`src/rtl/fila_entrada.sv`:
```
// -----------------------------------------------------------------------------
// fila_entrada
//
// Input FIFO that sits between an external word source and the CPU Rx
// register. It is a circular buffer in first-word-fall-through mode: the
// oldest stored word is always on `entrada`, and the CPU pops it by
// asserting `carga` on the same edge that loads Rx.
//
// Parameters
//   LARGURA       data word width (matches the CPU entrada bus), default 5
//   PROFUNDIDADE  number of stored words, power of two in 2..16, default 4
//
// Ports
//   clock       in   single clock, all state updates on the rising edge
//   reset_n     in   asynchronous active-low reset
//   dado_in     in   [LARGURA-1:0] word offered by the source
//   dado_valid  in   source offers dado_in this cycle
//   dado_ready  out  FIFO accepts a word this cycle (= not cheio)
//   carga       in   pop request from CPU control (Rx loads entrada)
//   entrada     out  [LARGURA-1:0] head word, all zeros while empty
//   vazio       out  FIFO empty
//   cheio       out  FIFO full
//   contagem    out  [log2(PROFUNDIDADE):0] number of stored words
//   erro        out  sticky underflow flag (pop attempted while empty)
//
// Configuration
//   FILA_ENTRADA_ERRO_EN  when defined, `erro` latches any carga seen while
//                         empty and holds until reset; when undefined, `erro`
//                         is tied to 0 and no error logic exists.
// -----------------------------------------------------------------------------
module fila_entrada #(
   parameter int LARGURA      = 5,
   parameter int PROFUNDIDADE = 4
) (
   input  logic                              clock,
   input  logic                              reset_n,
   input  logic [LARGURA-1:0]                dado_in,
   input  logic                              dado_valid,
   output logic                              dado_ready,
   input  logic                              carga,
   output logic [LARGURA-1:0]                entrada,
   output logic                              vazio,
   output logic                              cheio,
   output logic [$clog2(PROFUNDIDADE):0]     contagem,
   output logic                              erro
);

   localparam int PTR_W = $clog2(PROFUNDIDADE);
   localparam int CNT_W = PTR_W + 1;

   localparam logic [CNT_W-1:0] CNT_FULL = CNT_W'(PROFUNDIDADE);
   localparam logic [CNT_W-1:0] CNT_ONE  = CNT_W'(1);
   localparam logic [PTR_W-1:0] PTR_ONE  = PTR_W'(1);

   // ---------------------------------------------------------------------------
   // State
   // ---------------------------------------------------------------------------
   logic [LARGURA-1:0] mem [PROFUNDIDADE];
   logic [PTR_W-1:0]   wr_ptr;
   logic [PTR_W-1:0]   rd_ptr;
   logic [CNT_W-1:0]   count;

   // ---------------------------------------------------------------------------
   // Handshake decode
   // ---------------------------------------------------------------------------
   logic push;
   logic pop;

   // Status flags come only from the registered count, so dado_ready never
   // depends on dado_valid or carga and no combinational path crosses the FIFO.
   assign vazio      = (count == '0);
   assign cheio      = (count == CNT_FULL);
   assign dado_ready = ~cheio;
   assign contagem   = count;

   // A carga on an empty FIFO is ignored, even if a word is being pushed on
   // the same edge: the new word only becomes poppable after it is stored.
   assign push = dado_valid & dado_ready;
   assign pop  = carga & ~vazio;

   // ---------------------------------------------------------------------------
   // Pointers and occupancy
   // ---------------------------------------------------------------------------
   // NOTE: sequential state is assigned with <= so every register samples the
   // pre-edge values of its neighbours, regardless of statement order.
   always_ff @(posedge clock or negedge reset_n) begin
      if (!reset_n) begin
         wr_ptr <= '0;
         rd_ptr <= '0;
         count  <= '0;
      end else begin
         // Pointers are exactly log2(PROFUNDIDADE) bits wide, so the natural
         // overflow of the increment is the wrap from PROFUNDIDADE-1 to 0.
         if (push) wr_ptr <= wr_ptr + PTR_ONE;
         if (pop)  rd_ptr <= rd_ptr + PTR_ONE;

         unique case ({push, pop})
            2'b10:   count <= count + CNT_ONE;
            2'b01:   count <= count - CNT_ONE;
            default: count <= count;
         endcase
      end
   end

   // ---------------------------------------------------------------------------
   // Storage
   // ---------------------------------------------------------------------------
   // NOTE: the array has no reset on purpose; stale words are never visible
   // because entrada is masked while empty and a slot is always written
   // before the read pointer reaches it. This keeps it mappable to plain RAM.
   always_ff @(posedge clock) begin
      if (push) mem[wr_ptr] <= dado_in;
   end

   // ---------------------------------------------------------------------------
   // Head word (first-word fall-through)
   // ---------------------------------------------------------------------------
   // NOTE: every signal written here gets a value before any branch, so the
   // block can never hold a previous value and infer a latch.
   always_comb begin
      entrada = '0;
      if (!vazio) entrada = mem[rd_ptr];
   end

   // ---------------------------------------------------------------------------
   // Underflow flag
   // ---------------------------------------------------------------------------
`ifdef FILA_ENTRADA_ERRO_EN
   logic erro_q;

   always_ff @(posedge clock or negedge reset_n) begin
      if (!reset_n) begin
         erro_q <= 1'b0;
      end else if (carga && vazio) begin
         erro_q <= 1'b1;
      end
   end

   assign erro = erro_q;
`else
   assign erro = 1'b0;
`endif

endmodule

```
`config.mk`:
```
export PLATFORM = sky130hd
export DESIGN_NAME = fila_entrada
export DESIGN_NICKNAME = d
export VERILOG_FILES = /design/src/rtl/fila_entrada.sv
export SDC_FILE = /design/constraint.sdc
export NUM_CORES = 1
export LEC_CHECK = 0
export BUFFER_PORTS_ARGS = -buffer_cell sky130_fd_sc_hd__buf_2
export CAP_MARGIN = 0
export CORE_AREA = 2 2 51 53
export CTS_CLUSTER_DIAMETER = 40
export DETAILED_ROUTE_END_ITERATION = 10
export DIE_AREA = 0 0 53 55
export PLACE_DENSITY_LB_ADDON = 0.2
export SLEW_MARGIN = 10
export SYNTH_ARGS = -nofsm -noshare
export SYNTH_HDL_FRONTEND = slang
export SYNTH_SLANG_ARGS = --single-unit
```
`constraint.sdc`:
```
create_clock -name clock -period 2 [get_ports clock]
set_input_delay 0.2 -clock clock [delete_from_list [all_inputs] [get_ports clock]]
set_output_delay 0.2 -clock clock [all_outputs]
set_load 0.01 [all_outputs]
```
======== Word-level counts from Yosys, hierarchy flattened ========
Memories as Yosys holds them, arrays and structs flattened.
Cells that the tools add are included.
W data, S select, Z words.
word-level totals
  bits in registers ....................... 7
  RAM bits ................................ 20
  input bits .............................. 9
  output and inout bits ................... 12
  logic and storage cells ................. 21
  memories kept ........................... 1
memory list
  memory  words  width  read ports  clocked after memory_dff  wr ports  line  RTL
  mem     4      5      1           0                         1         58    logic [LARGURA-1:0] mem [PROFUNDIDADE];
cells by class
  add/sub/neg operators ................... 4
  eq/ne operators ......................... 3
  mux-type cells .......................... 4
  bitwise gates (word level) .............. 4
  reduce and logical (&&, ||, !) cells .... 2
operators with widths
  cell                   count
  $pmux W3 S2            1
  $mux W5                1
  $add A2 B1 Y2 const B  2
  $add A3 B1 Y3 const B  1
  $eq A3 B3 Y1 const B   1
  $logic_not A3 Y1       1
  $sub A3 B1 Y3 const B  1
  $and A1 B1 Y1          2
  $eq A2 B1 Y1 const B   1
  $eq A2 B2 Y1 const B   1
  $mux W1                2
  $not A1 Y1             2
  $reduce_bool A2 Y1     1

======== Longest topological paths before layout ========
  depth in word-level cells ............... 5
  gate-level depth with buffers ........... 11
  mapped depth without buffers ............ 11

======== Worst setup path before layout ========
Ideal clock, no wire load.
  path type ............................... reg-to-reg
  start point ............................. register count[0], in the netlist contagem[0]
  end point ............................... register count[2], in the netlist contagem[2]
  setup time .............................. 80 ps
  arrival time ............................ 1884 ps
  data required time ...................... 1920 ps
  path slack .............................. 37 ps
  stages on the path, launching flop included .. 12
  path buffers ............................ 0
  clock period less this slack ............ 1963 ps
  cells stage by stage .................... dfrtp_1 > inv_1 > nand3_2 > inv_2 > nor2b_4 > inv_1 > ha_1 > inv_1 > fa_1 > xor2_1 > nor2_1 > xor2_1
on the way
  word-level cells in the longest chain between the ends .. 5
  elaborated cells between the ends (all ways) .. 12
  classes of those cells .................. 2 x add/sub; 3 x eq/ne; 1 x mux; 4 x bitwise; 2 x reduce/logical
RTL lines
  what                                                      line  RTL
  start: declaration                                        61    logic [CNT_W-1:0] count;
  start signal: assignment                                  98    2'b10: count <= count + CNT_ONE;
  start signal: assignment                                  99    2'b01: count <= count - CNT_ONE;
  start signal: assignment                                  100   default: count <= count;
  $eq A3 B3 Y1 (*)                                          72    assign cheio = (count == CNT_FULL);
  $not A1 Y1 (*)                                            73    assign dado_ready = ~cheio;
  net dado_ready                                            39    output logic dado_ready,
  $and A1 B1 Y1 (*)                                         78    assign push = dado_valid & dado_ready;
  $eq A2 B1 Y1 / $eq A2 B2 Y1 (equally long branches)       97    unique case ({push, pop})
  $pmux W3 S2 / $reduce_bool A2 Y1 (equally long branches)  --
The timed path passes the listed nets; every way through them passes the cells marked *.
A chain may end at the register's enable or synchronous reset.

======== Worst setup path in the final report ========
  start point ............................. register count[0], in the netlist contagem[0]
  end point ............................... register count[2], in the netlist contagem[2]
on the way
  word-level cells in the longest chain between the ends .. 5
  elaborated cells between the ends (all ways) .. 12
  classes of those cells .................. 2 x add/sub; 3 x eq/ne; 1 x mux; 4 x bitwise; 2 x reduce/logical
RTL lines
  what                                                      line
  $eq A3 B3 Y1 / $logic_not A3 Y1 (equally long branches)   72, 71
  $not A1 Y1, on equally long branches                      73, 79
  $and A1 B1 Y1, on equally long branches                   78, 79
  $eq A2 B1 Y1 / $eq A2 B2 Y1 (equally long branches)       97
  $pmux W3 S2 / $reduce_bool A2 Y1 (equally long branches)  --
Parallel ways exist; a longest one is shown, timed or not.

==> reports/qor.csv <==
metric;value;unit
setup_violations;0;
postSynthCellCount;73;
ys_seq_area_frac;0.640;
crit_path_start_kind;register;
cts_buffers;3;
crit_path_end;contagem[2];
clock_path_buffers;2;
routed-wl-met2;861;microns
synth_top_area_share;0.496;
dr.pass1.iters;2;
design_area;1380;sq um
skew;0.462;ps
cts.sinks;27;
wl_met3;64;microns
crit_type;register to register;
grt_use_total;0.133;
vias;616;
n_antenna_cell;0;
powerDensity;1400;nW/um^2
rr_endpoint;contagem[2];
maxSlewViolCount;0;
clk-insertion-delay-late;310;ps
grt_first_pass_wirelength;2610;microns
hpwl;1280;microns
dp_cells;119;
r2r_cells;11;
nNetsFinal;111;
h-tree-depth;1;
hold_path_class;input pin to register;
gp_congestion;0.631;
grt_max_degree;17;
crit_arrival;2140;ps
cts_tree;done;
fmaxAchievable;528;MHz
grt_overflow_total;0;
p_leak;0.557;nW
drt-vias-per-instance;4.93;
ios;21;
area_growth;13.9;%
wirelength_met1;781;microns
ant_nets;0;
synthesis.area;1210;sq um
ys_ff_latch;27;
wl_per_cell;13.8;microns
max-vdd-ir-drop;0.957;mV
drive_gt1_frac;0.432;
top_layer_used;met4;
row_count;18;
fp.dieW;53;microns
yosysTopAreaCell;edfxtp_1;
post-route-min-period;1890;ps
port_buffers;19;
die_h;55;microns
hold_viol;0;
avgSynthCellArea;16.6;sq um
core-area;2360;sq um
die_area;2920;sq um
start_util;0.512;
antenna_found_initial;0;
drc;0;
yosysUniqueCellTypes;22;
startpoint;contagem[0];
synthesis.nets;88;
wl;1730;microns
finalNonFillerCells;125;
fin_crit_sh;0.947;
ys_warn_count;0;
drv_cap;0;
drtIter0Drc;19;
synth_area_leaders;edfxtp_1 (50%), dfrtp_1 (14%), mux4_2 (9.3%);
outcome;finished, final reports clean;
cts_root_buffer;clkbuf_4;
crit_path_max_fanout;7;
dpl-instance-area;1320;sq um
grt_pass1_vias;588;
clk_pin_slew;140;ps
r2r_setup_slack;110;ps
crit_path_end_kind;register;
required;2250;ps
r2r_start;contagem[0];
[power by group]
part	total, mW	switching (mW)	internal (mW)
clock	0.230	0.154	0.0762
sequential	0.928	0.152	0.776
combinational	0.770	0.371	0.399
total	1.93	0.677	1.25
[layer usage]
metal | up-vias | GRT usage
li1 | 296 | -
met1 | 309 | 0.174
met2 | 9 | 0.210
met3 | 2 | 0.0242
met4 | 0 | 0.0769
met5 | - | 0
[metrics by stage]
stage | total power, mW | hold WS, ps | util | TNS [ps] | setup slack, ps
3_3_place_gp | 1.67 | 43.4 | 0.559 | 0 | 99.2
5_1_grt | 2.09 | 74.1 | 0.584 | -2.27 | -2.27
3_5_place_dp | 1.70 | 45.7 | 0.559 | 0 | 69.2
6_report | 1.93 | 92.2 | 0.584 | 0 | 106
2_1_floorplan | 1.47 | -95.6 | - | 0 | 36.5
4_1_cts | 1.93 | 80.6 | 0.576 | 0 | 11.7
[Yosys cell counts]
cell type  instances
and2_1             4
buf_4              1
buf_6              1
clkbuf_1           1
conb_1             1
dfrtp_1            7
edfxtp_1          20
fa_1               1
ha_1               5
inv_1              6
inv_2              1
mux2_1             1
mux2i_1            1
mux4_2             5
nand2_1            1
nand3_2            1
nor2_1             2
nor2b_1            6
nor2b_4            1
nor3_4             1
xnor2_1            2
xor2_1             4
[sequential cells by signal, indices dropped and copies added, names as in the netlist]
signal	flops
mem	20
rd_ptr	2
wr_ptr	2
contagem	3
[cell type report]
| cell class | instances | area [sq um] |
|---|---|---|
| Fill cell | 207 | 985 |
| Sequential cell | 27 | 779 |
| Multi-Input combinational cell | 36 | 394 |
| Timing Repair Buffer | 21 | 113 |
| Tap cell | 30 | 37.5 |
| Inverter | 7 | 26.3 |
| Clock buffer | 3 | 22.5 |
| Clock inverter | 1 | 7.51 |
[worst max-delay path, cell delays in order, from the launching register on]
cell and delay, ps:
dfrtp_2 480, inv_2 90, nand3_2 80, inv_2 80
nor2b_4 60, inv_1 60, ha_2 180, inv_1 60
fa_2 330, xor2_1 140, nor2_1 130, xor2_1 140
[timing repair]
| action | in CTS | in global routing |
|---|---|---|
| hold endpoints to repair | 7 | 0 |
| pin swaps | 0 | 1 |
| setup buffers | 0 | 1 |
| setup endpoints to repair | 5 | 2 |
| hold buffers | 1 | 0 |
| gates resized for setup | 1 | 7 |
[worst min-delay path by stage]
| stage | slack (ps) | cells past startpoint | startpoint | endpoint |
|---|---|---|---|---|
| after floorplan | -100 | 0 | reset_n | contagem[0] |
| after global placement | 40 | 1 | reset_n | rd_ptr[0] |
| after detailed placement | 50 | 1 | reset_n | contagem[1] |
| after CTS | 80 | 1 | dado_in[1] | mem[2][1] |
| after global routing | 70 | 1 | dado_in[1] | mem[1][1] |
| final | 90 | 1 | dado_in[1] | mem[0][1] |
[layout by cell type, fill, tap and decap left out, types with 3 or more instances in the layout]
cell type / synthesis / routed
ha_1: 5 / 4
inv_1: 6 / 4
dfrtp_1: 7 / 4
and2_1: 4 / 4
clkbuf_4: 0 / 3
dfrtp_2: 0 / 3
xor2_1: 4 / 4
edfxtp_1: 20 / 20
nor2b_1: 6 / 5
mux4_2: 5 / 5
buf_2: 0 / 19
inv_2: 1 / 3
[cell families after synthesis]
group | count (synthesis) | synth area share
buffers and inverters | 10 | 0.0403
DFF | 27 | 0.641
other | 1 | 0.00310
and+or+nand+nor | 16 | 0.0940
muxes | 7 | 0.111
xor gates and xnor gates | 6 | 0.0434
adders and majority gates | 6 | 0.0682
Note: power is estimated with default switching activity, not from simulation.
